==> config.mk <==
export PLATFORM = sky130hd
export DESIGN_NAME = noc_axi_wr_arbiter
export DESIGN_NICKNAME = d
export VERILOG_FILES = /design/src/rtl/noc_axi_wr_arbiter.sv
export SDC_FILE = /design/constraint.sdc
export NUM_CORES = 1
export LEC_CHECK = 0
export ABC_AREA = 1
export CAP_MARGIN = 20
export CORE_AREA = 2 2 102 104
export DETAILED_ROUTE_END_ITERATION = 6
export DIE_AREA = 0 0 104 106
export GPL_TIMING_DRIVEN = 0
export PLACE_DENSITY = 0.65
export SLEW_MARGIN = 10
export SYNTH_ARGS = -nofsm -noshare
export SYNTH_HDL_FRONTEND = slang
export SYNTH_SLANG_ARGS = --single-unit
==> constraint.sdc <==
create_clock -name ACLK -period 1.7 [get_ports ACLK]
set_input_delay 0.17 -clock ACLK [delete_from_list [all_inputs] [get_ports ACLK]]
set_output_delay 0.17 -clock ACLK [all_outputs]
set_load 0.005 [all_outputs]
==> src/rtl/noc_axi_wr_arbiter.sv <==
// Two-master to one-slave AXI4 write arbiter: round-robin grant held for AW, W burst and B.
// Latency: 1 cycle request-to-grant (registered); all channels then pass through combinationally.
// Backpressure: each phase holds indefinitely on slave/master READY low; the non-owner sees READY=0.
module noc_axi_wr_arbiter #(
    parameter int ADDR_W = 32,
    parameter int DATA_W = 32,
    parameter int LEN_W  = 4
) (
    input  logic                ACLK,
    input  logic                ARESETn,

    input  logic                M0_AWVALID,
    output logic                M0_AWREADY,
    input  logic [ADDR_W-1:0]   M0_AWADDR,
    input  logic [LEN_W-1:0]    M0_AWLEN,
    input  logic [2:0]          M0_AWSIZE,
    input  logic [1:0]          M0_AWBURST,
    input  logic                M0_WVALID,
    input  logic                M0_WLAST,
    output logic                M0_WREADY,
    input  logic [DATA_W-1:0]   M0_WDATA,
    input  logic [DATA_W/8-1:0] M0_WSTRB,
    output logic                M0_BVALID,
    output logic [1:0]          M0_BRESP,
    input  logic                M0_BREADY,

    input  logic                M1_AWVALID,
    output logic                M1_AWREADY,
    input  logic [ADDR_W-1:0]   M1_AWADDR,
    input  logic [LEN_W-1:0]    M1_AWLEN,
    input  logic [2:0]          M1_AWSIZE,
    input  logic [1:0]          M1_AWBURST,
    input  logic                M1_WVALID,
    input  logic                M1_WLAST,
    output logic                M1_WREADY,
    input  logic [DATA_W-1:0]   M1_WDATA,
    input  logic [DATA_W/8-1:0] M1_WSTRB,
    output logic                M1_BVALID,
    output logic [1:0]          M1_BRESP,
    input  logic                M1_BREADY,

    output logic                S_AWVALID,
    input  logic                S_AWREADY,
    output logic [ADDR_W-1:0]   S_AWADDR,
    output logic [LEN_W-1:0]    S_AWLEN,
    output logic [2:0]          S_AWSIZE,
    output logic [1:0]          S_AWBURST,
    output logic                S_WVALID,
    input  logic                S_WREADY,
    output logic [DATA_W-1:0]   S_WDATA,
    output logic [DATA_W/8-1:0] S_WSTRB,
    output logic                S_WLAST,
    input  logic                S_BVALID,
    input  logic [1:0]          S_BRESP,
    output logic                S_BREADY,

    output logic [1:0]          GRANT,
    output logic                WLEN_ERR
);

    localparam int STRB_W = DATA_W / 8;

    typedef enum logic [1:0] {IDLE, ADDR, DATA, RESP} state_t;

    typedef struct packed {
        logic [ADDR_W-1:0] addr;
        logic [LEN_W-1:0]  len;
        logic [2:0]        size;
        logic [1:0]        burst;
    } aw_t;

    typedef struct packed {
        logic [DATA_W-1:0] data;
        logic [STRB_W-1:0] strb;
        logic              last;
    } w_t;

    state_t           state_q, state_d;
    logic [1:0]       grant_q, grant_d;
    logic             rr_last_q, rr_last_d;   // 1 = M1 was the last owner
    logic [LEN_W:0]   beat_cnt_q, beat_cnt_d;
    logic [LEN_W-1:0] len_q, len_d;
    logic             wlen_err_q, wlen_err_d;

    aw_t  m0_aw, m1_aw, gnt_aw;
    w_t   m0_w, m1_w, gnt_w;
    logic gnt_awvalid, gnt_wvalid, gnt_bready;
    logic in_addr, in_data, in_resp;
    logic aw_hs, w_hs, b_hs;

    assign m0_aw = {M0_AWADDR, M0_AWLEN, M0_AWSIZE, M0_AWBURST};
    assign m1_aw = {M1_AWADDR, M1_AWLEN, M1_AWSIZE, M1_AWBURST};
    assign m0_w  = {M0_WDATA, M0_WSTRB, M0_WLAST};
    assign m1_w  = {M1_WDATA, M1_WSTRB, M1_WLAST};

    // Mux driven only by the registered grant, so slave-side signals stay stable under stall.
    always_comb begin
        gnt_aw      = '0;
        gnt_w       = '0;
        gnt_awvalid = 1'b0;
        gnt_wvalid  = 1'b0;
        gnt_bready  = 1'b0;
        if (grant_q[0]) begin
            gnt_aw      = m0_aw;
            gnt_w       = m0_w;
            gnt_awvalid = M0_AWVALID;
            gnt_wvalid  = M0_WVALID;
            gnt_bready  = M0_BREADY;
        end else if (grant_q[1]) begin
            gnt_aw      = m1_aw;
            gnt_w       = m1_w;
            gnt_awvalid = M1_AWVALID;
            gnt_wvalid  = M1_WVALID;
            gnt_bready  = M1_BREADY;
        end
    end

    assign in_addr = (state_q == ADDR);
    assign in_data = (state_q == DATA);
    assign in_resp = (state_q == RESP);

    assign S_AWVALID  = in_addr & gnt_awvalid;
    assign S_AWADDR   = gnt_aw.addr;
    assign S_AWLEN    = gnt_aw.len;
    assign S_AWSIZE   = gnt_aw.size;
    assign S_AWBURST  = gnt_aw.burst;
    assign M0_AWREADY = in_addr & grant_q[0] & S_AWREADY;
    assign M1_AWREADY = in_addr & grant_q[1] & S_AWREADY;

    assign S_WVALID  = in_data & gnt_wvalid;
    assign S_WDATA   = gnt_w.data;
    assign S_WSTRB   = gnt_w.strb;
    assign S_WLAST   = gnt_w.last;
    assign M0_WREADY = in_data & grant_q[0] & S_WREADY;
    assign M1_WREADY = in_data & grant_q[1] & S_WREADY;

    assign S_BREADY  = in_resp & gnt_bready;
    assign M0_BVALID = in_resp & grant_q[0] & S_BVALID;
    assign M1_BVALID = in_resp & grant_q[1] & S_BVALID;
    assign M0_BRESP  = (in_resp & grant_q[0]) ? S_BRESP : 2'b00;
    assign M1_BRESP  = (in_resp & grant_q[1]) ? S_BRESP : 2'b00;

    assign aw_hs = S_AWVALID & S_AWREADY;
    assign w_hs  = S_WVALID & S_WREADY;
    assign b_hs  = S_BVALID & S_BREADY;

    assign GRANT    = grant_q;
    assign WLEN_ERR = wlen_err_q;

    always_comb begin
        state_d    = state_q;
        grant_d    = grant_q;
        rr_last_d  = rr_last_q;
        beat_cnt_d = beat_cnt_q;
        len_d      = len_q;
        wlen_err_d = 1'b0;
        unique case (state_q)
            IDLE: begin
                if (M0_AWVALID && M1_AWVALID) begin
                    grant_d = rr_last_q ? 2'b01 : 2'b10;
                    state_d = ADDR;
                end else if (M0_AWVALID) begin
                    grant_d = 2'b01;
                    state_d = ADDR;
                end else if (M1_AWVALID) begin
                    grant_d = 2'b10;
                    state_d = ADDR;
                end
            end
            ADDR: begin
                if (aw_hs) begin
                    len_d      = gnt_aw.len;
                    beat_cnt_d = '0;
                    state_d    = DATA;
                end
            end
            DATA: begin
                if (w_hs) begin
                    beat_cnt_d = beat_cnt_q + 1'b1;
                    // Early WLAST and missing WLAST on the final beat are both flagged.
                    if (gnt_w.last) begin
                        state_d    = RESP;
                        wlen_err_d = (beat_cnt_q != {1'b0, len_q});
                    end else begin
                        wlen_err_d = (beat_cnt_q == {1'b0, len_q});
                    end
                end
            end
            RESP: begin
                if (b_hs) begin
                    rr_last_d = grant_q[1];
                    grant_d   = 2'b00;
                    state_d   = IDLE;
                end
            end
            default: state_d = IDLE;
        endcase
    end

    always_ff @(posedge ACLK or negedge ARESETn) begin
        if (!ARESETn) begin
            state_q    <= IDLE;
            grant_q    <= 2'b00;
            rr_last_q  <= 1'b1;
            beat_cnt_q <= '0;
            len_q      <= '0;
            wlen_err_q <= 1'b0;
        end else begin
            state_q    <= state_d;
            grant_q    <= grant_d;
            rr_last_q  <= rr_last_d;
            beat_cnt_q <= beat_cnt_d;
            len_q      <= len_d;
            wlen_err_q <= wlen_err_d;
        end
    end

endmodule

### Word level (Yosys, flattened, before mapping)

Cells that the tools add are included.

* latch bits: 0
* RAM bits: 0
* bits in registers: 15
* memory bits (read-only): 0
* memories: 0
* output and inout bits: 94

* bitwise logic cells: 18
* magnitude comparators: 0
* shifts and indexed selects: 0
* muxes and demuxes: 31
* equal/unequal tests: 10
* $add $sub $neg: 1
* reduce and logical (&&, ||, !) cells: 9
* div/mod/pow operators: 0
* $mul: 0

Operators with widths (number)
* $mux W41: 2
* $mux W37: 2
* $mux W2: 13
* $and A1 B1 Y1: 18
* $mux W5: 2
* $pmux W5 S2: 1
* $mux W1: 9
* $pmux W2 S4: 1
* $ne A2 B1 Y1 const B: 3
* $reduce_and A3 Y1: 2
* $add A5 B1 Y5 const B: 1
* $eq A5 B4 Y1: 1
* $ne A5 B4 Y1: 1
* $reduce_and A5 Y1: 1
* $eq A2 B2 Y1 const B: 2
* $ne A4 B4 Y1 const B: 1
* $pmux W2 S2: 1
* $reduce_and A2 Y1: 2
* $reduce_bool A2 Y1: 2
* $eq A2 B1 Y1 const B: 1
* $logic_not A2 Y1: 1
* $ne A2 B2 Y1 const B: 1
* $logic_and A1 B1 Y1: 1

### Depth between registers and ports, before layout

* word-level depth: 6
* mapped depth: 10
* mapped depth without buffers: 10

### Worst setup path after synthesis

No wires, ideal clock.

* path kind: flip-flop to flip-flop
* start point: reg state_q[0]
* end point: reg beat_cnt_q[0]
* slack: 0.169 ns
* arrival time: 1.414 ns
* buffers on the path: 0
* stages on the path, launching flop included: 10
* required time: 1.583 ns
* period minus slack after synthesis: 1.531 ns
* cell sequence: dfrtp_1 -> inv_1 -> ha_1 -> nand2_1 -> nand3b_1 -> nand2_1 -> o21a_2 -> nand2_2 -> nand2_1 -> nand2_1

* longest elaborated chain between the ends: 5
* elaborated cells on any way between the ends: 11

RTL lines
* from (decl): line 78 `state_t state_q, state_d;`
* from (signal assigned): line 209 `state_q <= state_d;`
* $eq A2 B2 Y1 / $eq A2 B1 Y1 (equally long branches): line 119, 157, 118
* $and A1 B1 Y1 (on tied branches): line 130, 122
* $and A1 B1 Y1 (on tied branches): line 144, 143
* $ne A2 B1 Y1 (no source line)
* $reduce_and A3 Y1 (no source line)
* to (signal assigned): line 212 `beat_cnt_q <= beat_cnt_d;`
* to (decl): line 81 `logic [LEN_W:0] beat_cnt_q, beat_cnt_d;`

Several ways; a longest one is shown, not always the timed one.
A chain may end at the register's enable or synchronous reset.

### Worst setup path after layout

* start point: reg grant_q[0], in the netlist GRANT[0]
* end point: out S_WDATA[17]

* longest elaborated chain between the ends: 1

RTL lines
* from (decl): line 79 `logic [1:0] grant_q, grant_d;`
* from (signal assigned): line 210 `grant_q <= grant_d;`
* $mux W37: line 103 `if (grant_q[0]) begin`
* to (decl): line 50 `output logic [DATA_W-1:0] S_WDATA,`

No other way between the ends.

==> impl_metrics.tcl <==
set metrics [dict create \
    io_pins 263 \
    place.gp.congestion 0.830 \
    setup_slack_ns -0.00143 \
    dieArea_um2 11000 \
    synth_edf_count 0 \
    synth_mux_area_share_pct 0 \
    groute.usage.overall_pct 21.2 \
    synthCells 250 \
    synthSimpleGateAreaFrac_pct 22.6 \
    met1_usage_pct 24.2 \
    port_buffers 262 \
    hpwl_mm 10.2 \
    synth-xor-area-share_pct 0.477 \
    synth_flop_cell "dfrtp_1" \
    cts.htree.levels 1 \
    clk_pin_slew_ns 0.06 \
    firstDrtPassIters 4 \
    syn-num-nets 425 \
    die_height_um 106 \
    clock_skew_ns 0.00234 \
    rsz0062_at_grt "yes" \
    antennaDiodeCount 0 \
    hold_viol_final 0 \
    row_count 37 \
    nNetsFinal 729 \
    end_kind "primary output" \
    power_mw 6.53 \
    core_area_um2 10000 \
    grt_pass1_wl_mm 18.3 \
    drt_wl_total_mm 12.6 \
    grt_max_degree 16 \
    final_common_cell "clkdlybuf4s50_1" \
    cts_tree "done" \
    path_class "reg2out" \
    antenna_found_initial 0 \
    route.detailed.drc 0 \
    top_usage_layer "met2" \
    pre_cts_ws_ns -0.617 \
    avgSynthCellArea_um2 7.34 \
    status "complete, but fails checks" \
    cp.arrival_ns 1.53 \
    power_leakage_nw 2.40 \
    avgViaCountPerCell 4.57 \
    finalCriticalPeriod_ns 1.70 \
    routedWlPerCell_um 18.3 \
    slowest_delay_ns 0.44 \
    hold-worst-slack_ns 0.346 \
    grt_overflow 0 \
    required_ns 1.53 \
    max_cap_violations 0 \
    min_path_type "in2async" \
    routed-via-count 3151 \
    cp-start-kind "register" \
    clockBufferDepth 2 \
    ys_seq_elements 15 \
    path_cells "buf_8, buf_6, buf_6, buf_8, a22o_1, buf_2" \
    yosys_warnings 0 \
    syn_area_um2 1840 \
    peakVddDrop_uv 527 \
    p_per_area_nw_per_um2 1330 \
    setup_violations 1 \
    die_w_um 104 \
    synth_fa_ha_area_share_pct 4.09 \
    cts_made_buffers 3 \
    violations "negative setup slack" \
    synth_top_family_by_area "compound AO/OA/AOI/OAI gates" \
    synthToLayoutAreaGrowth_pct 168 \
    maxSlewViolCount 0 \
    synth_compound_area_share_pct 42.8 \
    met3_usage_pct 7.23 \
    ant_nets 0 \
    slowest_stage "dfrtp_2" \
    worst_slew_pin_slew_ns 0.721 \
    fmax_mhz 588 \
    min_period_over_period_pct 100 \
    async_reset_ff_share_pct 100 \
    layout-drive-gt1-share_pct 29.7 \
    clock_sinks 15 \
    seq_area_frac_synth_pct 20.5 \
    insertion_delay_ns 0.25 \
    cts_hold_buffers 0 \
    slew_headroom_pct 51.8 \
    grt_pass1_vias 3201 \
    cp_max_fo 5 \
    root_buffer "clkbuf_8" \
    ys_types 30 \
    drt-initial-drc-count 113 \
    met2_usage_pct 39.1 \
    final_cell_mix "clkdlybuf4s50_1 (171), a22o_1 (77), buf_2 (71)" \
    initial_core_util_pct 18.4 \
]
routing by layer:
layer	part of all wire, %	up-vias	wire length, um
met4	0.81	0	102
met5	0	-	0
li1	-	1520	-
met2	51	178	6430
met1	40	1445	5000
met3	8.6	8	1090
cell type report:
class	count	area, um^2
clock buffers	3	41.3
clock inverters	1	5.00
inverters	23	93.8
plain buffers	17	220
well taps	136	170
flip-flops and latches	15	380
fillers	1010	5080
repair buffers	299	2660
multi-input cells	195	1350
logic make-up (layout without fill, tap and decap cells):
group / after synthesis / count (layout)
AO/OA/AOI/OAI: 94 / 94
AND/OR/NAND/NOR: 94 / 94
buffers and inverters: 40 / 343
flip-flops: 15 / 15
adder cells (fa/ha/maj): 6 / 6
XOR/XNOR: 1 / 1
state kept, by name (all words and copies together) (netlist names):
register and count:
GRANT 2, beat_cnt_q 5, state_q 2, len_q 4
WLEN_ERR 1, rr_last_q 1
synthesized netlist by cell type (all sizes together) (2+ instances only):
cell     n  area (um^2)
clkbuf   2         7.51
o21a     2         16.3
nor3     4         25.0
nand3b   2         15.0
a22o    77          674
nor2    20         85.1
o21ai    9         56.3
a21oi    2         10.0
ha       6         75.1
buf     15         80.1
inv     23         86.3
or2      3         18.8
dfrtp   14          350
o21bai   3         22.5
nand2   54          213
nand3    9         45.0
worst paths after layout:
kind                       slack [ns]              startpoint                   endpoint  cells past startpoint
min in group ACLK                0.48   rr_last_q$_DFFE_PN1P_      rr_last_q$_DFFE_PN1P_                      2
hold reg to reg                  0.48   rr_last_q$_DFFE_PN1P_      rr_last_q$_DFFE_PN1P_                      2
setup reg to reg                 0.08  state_q[1]$_DFFE_PN0P_  beat_cnt_q[2]$_DFFE_PN0P_                     10
max in group asynchronous        0.85                 ARESETn       GRANT[1]$_DFFE_PN0P_                      1
setup / recovery               -0.001    GRANT[0]$_DFFE_PN0P_                S_WDATA[17]                      6
hold / removal                   0.35                 ARESETn       GRANT[0]$_DFFE_PN0P_                      1
per-stage QoR:
step / area [um^2] / utilization (%) / std cells / setup TNS, ns
CTS: 4880 / 48.8 / 685 / -0.781
detailed placement: 4630 / 46.3 / 648 / -38.54
global placement: 4630 / 46.3 / 648 / -38.61
global route: 4920 / 49.2 / 689 / -0.747
finish: 4920 / 49.2 / 689 / -0.00143
floorplan: 1840 / - / 250 / 0
repair_timing:
action | 4_1_cts | 5_1_grt
gates cloned | 7 | 1
pin swaps | 23 | 20
setup endpoints to repair | 98 | 90
gates resized for setup | 374 | 33
setup buffers | 26 | 6
power by group:
part,leakage (nW),internal (mW),switching [mW]
sequential,0.191,0.491,0.0908
combinational,2.18,3.13,2.52
clock,0.0255,0.163,0.135
worst max-delay path: cells and delay by family (launching register included):
family	cells	cell delay [ns]
flip-flops	1	0.44
AO/OA/AOI/OAI	1	0.21
buffers and inverters	5	0.64
(Power assumes the default switching activity.)
